<file path="config.mk">
export PLATFORM = sky130hd
export DESIGN_NAME = cw_deserializer
export DESIGN_NICKNAME = d
export VERILOG_FILES = /design/src/rtl/cw_deserializer.sv
export SDC_FILE = /design/constraint.sdc
export NUM_CORES = 1
export LEC_CHECK = 0
export CAP_MARGIN = 5
export CORE_MARGIN = 2
export CORE_UTILIZATION = 35
export DETAILED_ROUTE_END_ITERATION = 16
export GPL_TIMING_DRIVEN = 0
export PLACE_DENSITY = 0.64
export SLEW_MARGIN = 10
export SYNTH_ARGS = -nofsm -noshare
export SYNTH_HDL_FRONTEND = slang
export SYNTH_SLANG_ARGS = --single-unit
</file>
<file path="constraint.sdc">
create_clock -name clk_i -period 3 [get_ports clk_i]
set_input_delay 0.45 -clock clk_i [delete_from_list [all_inputs] [get_ports clk_i]]
set_output_delay 0.45 -clock clk_i [all_outputs]
set_load 0.005 [all_outputs]
</file>
<file path="src/rtl/cw_deserializer.sv">
// Collects IN_W-bit beats LSB-first into an N_V-bit codeword, with one held word of backpressure slack.
// Optional delivery counter: define CW_DESER_FRAME_CNT_EN to add the frame_cnt_o port.
module cw_deserializer #(
   parameter int unsigned N_V  = 44,
   parameter int unsigned IN_W = 4
) (
   input  logic            clk_i,
   input  logic            rst_i,
   input  logic [IN_W-1:0] in_data_i,
   input  logic            in_valid_i,
   output logic            in_ready_o,
   input  logic            flush_i,
   output logic [N_V-1:0]  cw_o,
   output logic            cw_valid_o,
   input  logic            cw_ready_i
`ifdef CW_DESER_FRAME_CNT_EN
   ,
   output logic [15:0]     frame_cnt_o
`endif
);

   localparam int unsigned BEATS = N_V / IN_W;
   localparam int unsigned CntW  = (BEATS > 1) ? $clog2(BEATS) : 1;
   localparam int unsigned IdxW  = (N_V > 1) ? $clog2(N_V) : 1;
   localparam logic [CntW-1:0] LastBeat = CntW'(BEATS - 1);

   typedef enum logic {StFill, StHold} state_e;

   state_e          state_q;
   logic [CntW-1:0] cnt_q;
   logic [N_V-1:0]  asm_q;
   logic [N_V-1:0]  cw_q;
   logic            cw_valid_q;
   logic            in_ready_q;

   logic [N_V-1:0]  full_w;
   logic [IdxW-1:0] base_w;
   logic            accept_w;
   logic            deliver_w;

   assign accept_w  = in_valid_i && in_ready_q;
   assign deliver_w = cw_valid_q && cw_ready_i;

   // Assembly register with the current beat merged in at its slot.
   always_comb begin
      base_w = IdxW'(cnt_q) * IdxW'(IN_W);
      full_w = asm_q;
      full_w[base_w +: IN_W] = in_data_i;
   end

   always_ff @(posedge clk_i or posedge rst_i) begin
      if (rst_i) begin
         state_q    <= StFill;
         cnt_q      <= '0;
         asm_q      <= '0;
         cw_q       <= '0;
         cw_valid_q <= 1'b0;
         in_ready_q <= 1'b0;
      end else begin
         if (deliver_w) begin
            cw_valid_q <= 1'b0;
         end
         unique case (state_q)
            StFill: begin
               in_ready_q <= 1'b1;
               if (flush_i) begin
                  cnt_q <= '0;
                  asm_q <= '0;
               end else if (accept_w) begin
                  if (cnt_q == LastBeat) begin
                     cnt_q <= '0;
                     if (!cw_valid_q || cw_ready_i) begin
                        cw_q       <= full_w;
                        cw_valid_q <= 1'b1;
                        asm_q      <= '0;
                     end else begin
                        asm_q      <= full_w;
                        state_q    <= StHold;
                        in_ready_q <= 1'b0;
                     end
                  end else begin
                     asm_q <= full_w;
                     cnt_q <= cnt_q + 1'b1;
                  end
               end
            end
            StHold: begin
               if (flush_i) begin
                  asm_q      <= '0;
                  state_q    <= StFill;
                  in_ready_q <= 1'b1;
               end else if (deliver_w) begin
                  // Held word replaces the delivered one with no gap in cw_valid.
                  cw_q       <= asm_q;
                  cw_valid_q <= 1'b1;
                  asm_q      <= '0;
                  state_q    <= StFill;
                  in_ready_q <= 1'b1;
               end
            end
            default: begin
               state_q <= StFill;
            end
         endcase
      end
   end

   assign in_ready_o = in_ready_q;
   assign cw_o       = cw_q;
   assign cw_valid_o = cw_valid_q;

`ifdef CW_DESER_FRAME_CNT_EN
   logic [15:0] frame_cnt_q;

   always_ff @(posedge clk_i or posedge rst_i) begin
      if (rst_i) begin
         frame_cnt_q <= '0;
      end else if (deliver_w) begin
         frame_cnt_q <= frame_cnt_q + 16'd1;
      end
   end

   assign frame_cnt_o = frame_cnt_q;
`endif

endmodule

</file>
Yosys cells after proc, flatten, opt, wreduce, memory -nomap -nowiden:

Index checks and enable logic that the tools add are counted.

* register bits: 95
* input bits: 9
* output and inout port bits: 46
* word-level logic and storage cells: 68

* add/subtract/negate cells: 2
* equal/unequal tests: 9
* shift-type cells: 2
* multiplexer cells: 40
* bitwise logic cells: 1
* reduce and logical (&&, ||, !) cells: 8

Operators with widths (count)
* 44-bit 2-to-1 mux: 12
* 44-bit one-hot mux with 2 select lines: 2
* 44-bit bitwise mux: 1
* 4-bit by 8-bit variable shift with 44-bit output, first input constant: 1
* 4-bit by 8-bit variable part select with 44-bit output: 1
* 1-bit 2-to-1 mux: 19
* 4-bit 2-to-1 mux: 3
* 2-bit != test, second input constant: 5
* 6-bit negator with 8-bit output: 1
* 1-bit one-hot mux with 2 select lines: 3
* 6-bit AND reduction: 1
* 4-bit by 1-bit adder with 4-bit output, second input constant: 1
* 4-bit equality test, second input constant: 1
* 2-bit AND reduction: 2
* 3-bit by 2-bit != test with 1-bit output, second input constant: 1
* 3-bit != test, second input constant: 1
* 1-bit logical AND: 2
* 2-bit by 1-bit != test with 1-bit output, second input constant: 1
* 2-bit nonzero test: 1
* 1-bit zero test: 1
* 1-bit logical OR: 1
* 1-bit NOT: 1

Logic depth before layout (Yosys ltp):

* depth after elaboration: 8
* depth in mapped cells: 10
* mapped depth without buffers: 6

Worst setup path after synthesis:

OpenSTA, ideal clock, no wires.

* path type: register -> register
* from: register cnt_q[0]
* to: register cw_q[36], in the netlist cw_o[36]
* library setup time: 0.082 ns
* data arrival time: 2.411 ns
* required time: 2.918 ns
* slack: 0.508 ns
* cell stages (with the launch flop): 10
* buffers on the path: 3
* period minus slack after synthesis: 2.492 ns
* cells stage by stage: dfrtp_1 clkbuf_1 inv_1 ha_1 buf_2 or2_4 o211a_1 buf_6 or4_1 a31oi_1

* word-level cells in the longest chain between the ends: 8
* elaborated cells between the ends (all ways): 12
* classes of those cells: 1 x add/sub; 2 x eq/ne; 2 x shift; 6 x mux; 1 x reduce/logical

RTL lines
* from (decl): RTL line 30 `logic [CntW-1:0] cnt_q;`
* from (signal assigned): RTL line 83 `cnt_q <= cnt_q + 1'b1;`
* 6-bit negator with 8-bit output: RTL line 48 `full_w[base_w +: IN_W] = in_data_i;`
* 4-bit by 8-bit variable part select with 44-bit output / 4-bit by 8-bit variable shift with 44-bit output (equally long branches): RTL line 48
* 44-bit bitwise mux: RTL line 48
* 44-bit 2-to-1 mux: RTL line 72 `if (!cw_valid_q || cw_ready_i) begin`
* 44-bit 2-to-1 mux: RTL line 70 `if (cnt_q == LastBeat) begin`
* 44-bit 2-to-1 mux: RTL line 69 `end else if (accept_w) begin`
* 44-bit 2-to-1 mux: RTL line 66 `if (flush_i) begin`
* 44-bit one-hot mux with 2 select lines: RTL line 63 `unique case (state_q)`
* to (signal assigned): RTL line 73 `cw_q <= full_w;`
* to (signal assigned): RTL line 94 `cw_q <= asm_q;`
* to (decl): RTL line 32 `logic [N_V-1:0] cw_q;`

Several ways; a longest one is shown, not always the timed one. The select of a mux whose other input is x is not followed.
A chain may end at the register's enable or synchronous reset.

Worst setup path after layout:

* from: register cnt_q[0]
* to: register asm_q[10]

* word-level cells in the longest chain between the ends: 8
* elaborated cells between the ends (all ways): 10
* classes of those cells: 1 x add/sub; 1 x eq/ne; 2 x shift; 6 x mux

RTL lines
* 6-bit negator with 8-bit output: RTL line 48
* 4-bit by 8-bit variable part select with 44-bit output / 4-bit by 8-bit variable shift with 44-bit output (equally long branches): RTL line 48
* 44-bit bitwise mux: RTL line 48
* 44-bit 2-to-1 mux: RTL line 72
* 44-bit 2-to-1 mux (*): RTL line 70
* 44-bit 2-to-1 mux (*): RTL line 69
* 44-bit 2-to-1 mux (*): RTL line 66
* 44-bit one-hot mux with 2 select lines (*): RTL line 63
* to (signal assigned): RTL line 77 `asm_q <= full_w;`
* to (signal assigned): RTL line 82 `asm_q <= full_w;`
* to (decl): RTL line 31 `logic [N_V-1:0] asm_q;`

Mark *: on every way between the ends. The rest lies on a longest branch, timed or not. The select of a mux whose other input is x is not followed.

==> results.txt <==
----------------------------------------------------
[Status]
  Status ... finished clean

[Clock tree]
  H-tree depth ... 3
  Clock root buffer ... sky130_fd_sc_hd__clkbuf_16
  Clock tree sinks ... 95
  Number of CTS-inserted buffers ... 9
  Post-CTS Setup Inserts ... 0
  Latest clock arrival within the worst-skew pair ... 0.35 ns
  Deepest clock path buffer count ... 2
  Clock transition at the registers of the reported paths ... 0.07 ns
  TritonCTS clock tree ... done

[Timing]
  Relative slew slack ... 51.61%
  Max frequency ... 362.3 MHz
  Crit path time final ... 2.760 ns
  Final sum of negative setup slack ... 0 ns
  Period utilisation layout ... 92.00%
  Endpoints failing hold ... 0
  RSZ-0062 raised after global routing ... false
  Max-slew violation count ... 0
  Worst Skew ... 0.007741 ns
  Least-Margin Pin Slew ... 0.7227 ns
  Final setup fails ... 0
  Final worst-path setup slack ... 0.2399 ns

[Synth]
  Syn Area/Cell ... 9.677 sq um
  Synthesized netlist net count ... 533
  Number of synthesis warnings ... 0
  Most instantiated flip-flop cell in the synthesis netlist ... sky130_fd_sc_hd__dfrtp_1
  Async set-or-reset flop fraction in the synthesized netlist ... 100.0%
  EDFF count, synth ... 0
  Synthesized instance count ... 519
  Yosys top cell area share ... 47.33%
  Share of synthesized area occupied by flip-flops and latches ... 47.33%
  Top cells by area, synth ... sky130_fd_sc_hd__dfrtp_1, sky130_fd_sc_hd__o21ai_0, sky130_fd_sc_hd__mux2i_1, sky130_fd_sc_hd__a22o_1, sky130_fd_sc_hd__o211ai_1
  Total of flip-flops plus latches after synthesis ... 95
  Area leader, netlist ... sky130_fd_sc_hd__dfrtp_1
  Post-synthesis cell area ... 5022 sq um
  Synth unique cells ... roughly 60

[Pwr]
  Clock network power share ... 41.3%
  Logic gate share of total power ... approximately a tenth
  Leakage component of the power ... 2.629 nW
  Worst vdd rail ir drop ... 0.0002738 V
  Overall power ... between 2 and 3 mW
  Share of total power consumed by net switching ... 26.08%
  Int Power ... roughly 2.0 mW
  P_sw ... 0.6971 mW
  Sequential power share ... 48.5%
  Pwr per Cell Area ... ~440 nW/um^2

[Setup path]
  Largest stage delay on the critical path ... 0.48 ns
  CP delay by family, top ... compound AO/OA/AOI/OAI gates
  Critical path type ... register to register
  List of cells traversed by the critical path ... clkbuf_2 > inv_1 > ha_1 > clkbuf_1 > nor4b_1 > a22o_1 > o21ai_0 > a22o_1
  Buffering stage count on the worst path with inverters included ... 3
  Maximum fanout count along the critical path ... 10
  CP required ... 3.23 ns
  Critical path arrival ... roughly 3 ns
  Kind of end point of the critical path ... register
  Slowest CP cell ... sky130_fd_sc_hd__dfrtp_2
  CP startpoint kind ... register
  Most frequent CP cell ... sky130_fd_sc_hd__a22o_1

[Floorplanning]
  Starting utilization of the core area ... between 30% and 40%
  Cell row count ... between 40 and 50
  Die H ... 123.8 um
  Num ports ... 55
  Die ar. ... 15320 sq um
  Die W ... 123.8 um
  Core area ... 13930 sq um

[Routing]
  Wire per inst ... roughly 19 um
  Length of the first detailed-routing pass in iterations ... 5
  Number of design rule violations left after detail routing ... 0
  Drt via density ... 5.868
  Routed vias ... approximately 4500
  WL final ... 14.27 mm
  Initial detailed-routing violation count ... 410
  ANT nets after route ... 0

[Hold path]
  Min-Delay Path Class ... input pin to asynchronous set/reset pin

[Finish]
  Nets@finish ... 599
  Ratio of cells with drive above 1 in the final layout ... under 10%
  Ant. Diodes ... 0
  Area used by sequential logic in the layout ... 2379 sq um
  Fill cell total of the finished layout ... between 1000 and 1500
  Multi-input gate area ... around 2400 sq um
  Layout area overhead ... 21.85%
  Fraction of the core area covered by cells at the end of the flow ... 43.92%

[Global route]
  Overall track demand over capacity in global routing ... 19.55%
  Largest net degree at the start of global routing ... 61
  Initial antenna violation count ... 0
  Congestion Overflow GR ... 0
  First-pass GRT wire length ... 22.81 mm
  Number of global-route vias before repair ... approximately 4400

[Place]
  Port-buffer cells ... 54
  Pre-CTS setup slack ... -0.02268 ns
  Weighted congestion at the end of routability-driven global placement ... between 0.9 and 1
  Post-DP HPWL ... approximately 10 mm

[Flow run]
  Number of maximum-capacitance constraint violations ... 0

----------------------------------------------------
-- area by class of cell --
cell class                      count  area share (%)
Clock inverter                      4          0.4907
Timing Repair Buffer               55           9.282
Inverter                           19           1.206
Buffer                             41           3.026
Tap cell                          180           3.680
Multi-Input combinational cell    364           39.26
Sequential cell                    95           38.87
Clock buffer                       12           4.191
-- power groups by stage --
stage	Sequential (mW)	Clock (mW)	Combinational, mW
after floorplan	1.32	0	0.185
after CTS	1.29	1.12	0.271
final	1.30	1.10	0.274
after global routing	1.30	1.19	0.301
after detailed placement	1.32	0	0.270
after global placement	1.32	0	0.257
-- routing by layer --
metal / vias up / routed length, um / GRT usage (%)
met4: 0 / 453 / 9.588
met5: - / 0 / 0
met3: 31 / 732 / 3.114
li1: 2081 / - / -
met1: 2253 / 6504 / 26.71
met2: 153 / 6580 / 30.19
-- Yosys cell counts, drive strengths merged (2+ instances only) --
library cell  count
buf              14
o31ai             7
nor4b             3
nor2             19
a31oi            14
clkbuf           27
a22oi             2
a211o             4
a22o             23
a21o              4
a211oi            4
or2               4
nor4bb            2
mux2i            24
o211a             2
nor3              5
o21ai            72
and3b             2
o22ai             8
o21a              2
a21oi            19
and2             12
a32oi             2
nor4              2
nand4            10
o2111ai           2
o311ai            8
or4               4
xor2              2
dfrtp            95
nand2            31
inv              18
ha                5
a32o              4
nand3            20
nor3b             2
nor2b            10
o311a             4
o211ai           17
-- cell usage in the layout (no fill, tap or decap), types with 4 or more instances in the layout --
cell	n
sky130_fd_sc_hd__a21oi_1	18
sky130_fd_sc_hd__o31ai_1	6
sky130_fd_sc_hd__inv_1	17
sky130_fd_sc_hd__nand2_1	31
sky130_fd_sc_hd__nor2b_1	9
sky130_fd_sc_hd__o311ai_0	8
sky130_fd_sc_hd__nand4_1	10
sky130_fd_sc_hd__o311a_1	4
sky130_fd_sc_hd__dfrtp_1	94
sky130_fd_sc_hd__clkinvlp_4	4
sky130_fd_sc_hd__or4_1	4
sky130_fd_sc_hd__a211oi_1	4
sky130_fd_sc_hd__o211ai_1	17
sky130_fd_sc_hd__mux2i_1	24
sky130_fd_sc_hd__buf_2	11
sky130_fd_sc_hd__a32o_1	4
sky130_fd_sc_hd__a31oi_1	14
sky130_fd_sc_hd__clkdlybuf4s50_1	54
sky130_fd_sc_hd__nand3_1	20
sky130_fd_sc_hd__ha_1	5
sky130_fd_sc_hd__and2_1	11
sky130_fd_sc_hd__a211o_1	4
sky130_fd_sc_hd__a21o_1	4
sky130_fd_sc_hd__o22ai_1	8
sky130_fd_sc_hd__nor3_1	4
sky130_fd_sc_hd__o21ai_0	69
sky130_fd_sc_hd__clkbuf_16	9
sky130_fd_sc_hd__clkbuf_1	26
sky130_fd_sc_hd__nor2_1	19
sky130_fd_sc_hd__a22o_1	23
-- cells by family (layout without fill, tap and decap cells) --
family                     count (synthesis)  after routing  synth area share, %
adders and majority gates                  5              5                1.246
AOI/OAI and AO/OA                        200            200                26.46
and+or+nand+nor                          131            131                14.38
xor gates and xnor gates                   3              3               0.5233
DFF                                       95             95                47.33
muxes                                     25             25                5.007
buffers and inverters                     60            131                5.057
-- flip-flops by register name, indices dropped and copies added (netlist names), named ones only --
signal and flops:
cw_o 44, in_ready_o 1, asm_q 44, state_q 1, cnt_q 4
-- path summary, 6_finish.rpt --
check	from	end	slack [ns]	cells past startpoint
worst min register to register	asm_q[16]	asm_q[16]	0.50	1
worst min-delay path	rst_i	cw_o[17]	0.48	2
max in group asynchronous	rst_i	asm_q[31]	1.87	3
worst max-delay path	cnt_q[0]	asm_q[10]	0.24	8
min in group clk_i	asm_q[16]	asm_q[16]	0.50	1
worst max register to register	cnt_q[0]	asm_q[10]	0.24	8
-- stage by stage --
| step | cell area (sq um) | hold slack, ns | std cells |
|---|---|---|---|
| floorplan | 5022 | 0.4597 | 519 |
| global route | 6120 | 0.5170 | 770 |
| CTS | 6107 | 0.4906 | 770 |
| finish | 6120 | 0.4810 | 770 |
| detailed placement | 5818 | 0.4816 | 754 |
| global placement | 5788 | 0.4806 | 753 |
-- what timing repair did --
item / 4_1_cts / 5_1_grt
cloned: 0 / 0
resized for setup: 1 / 7
hold buffers: 0 / 0
endpoints found under the setup margin: 6 / 80
Power figures use the tool's default switching activity.
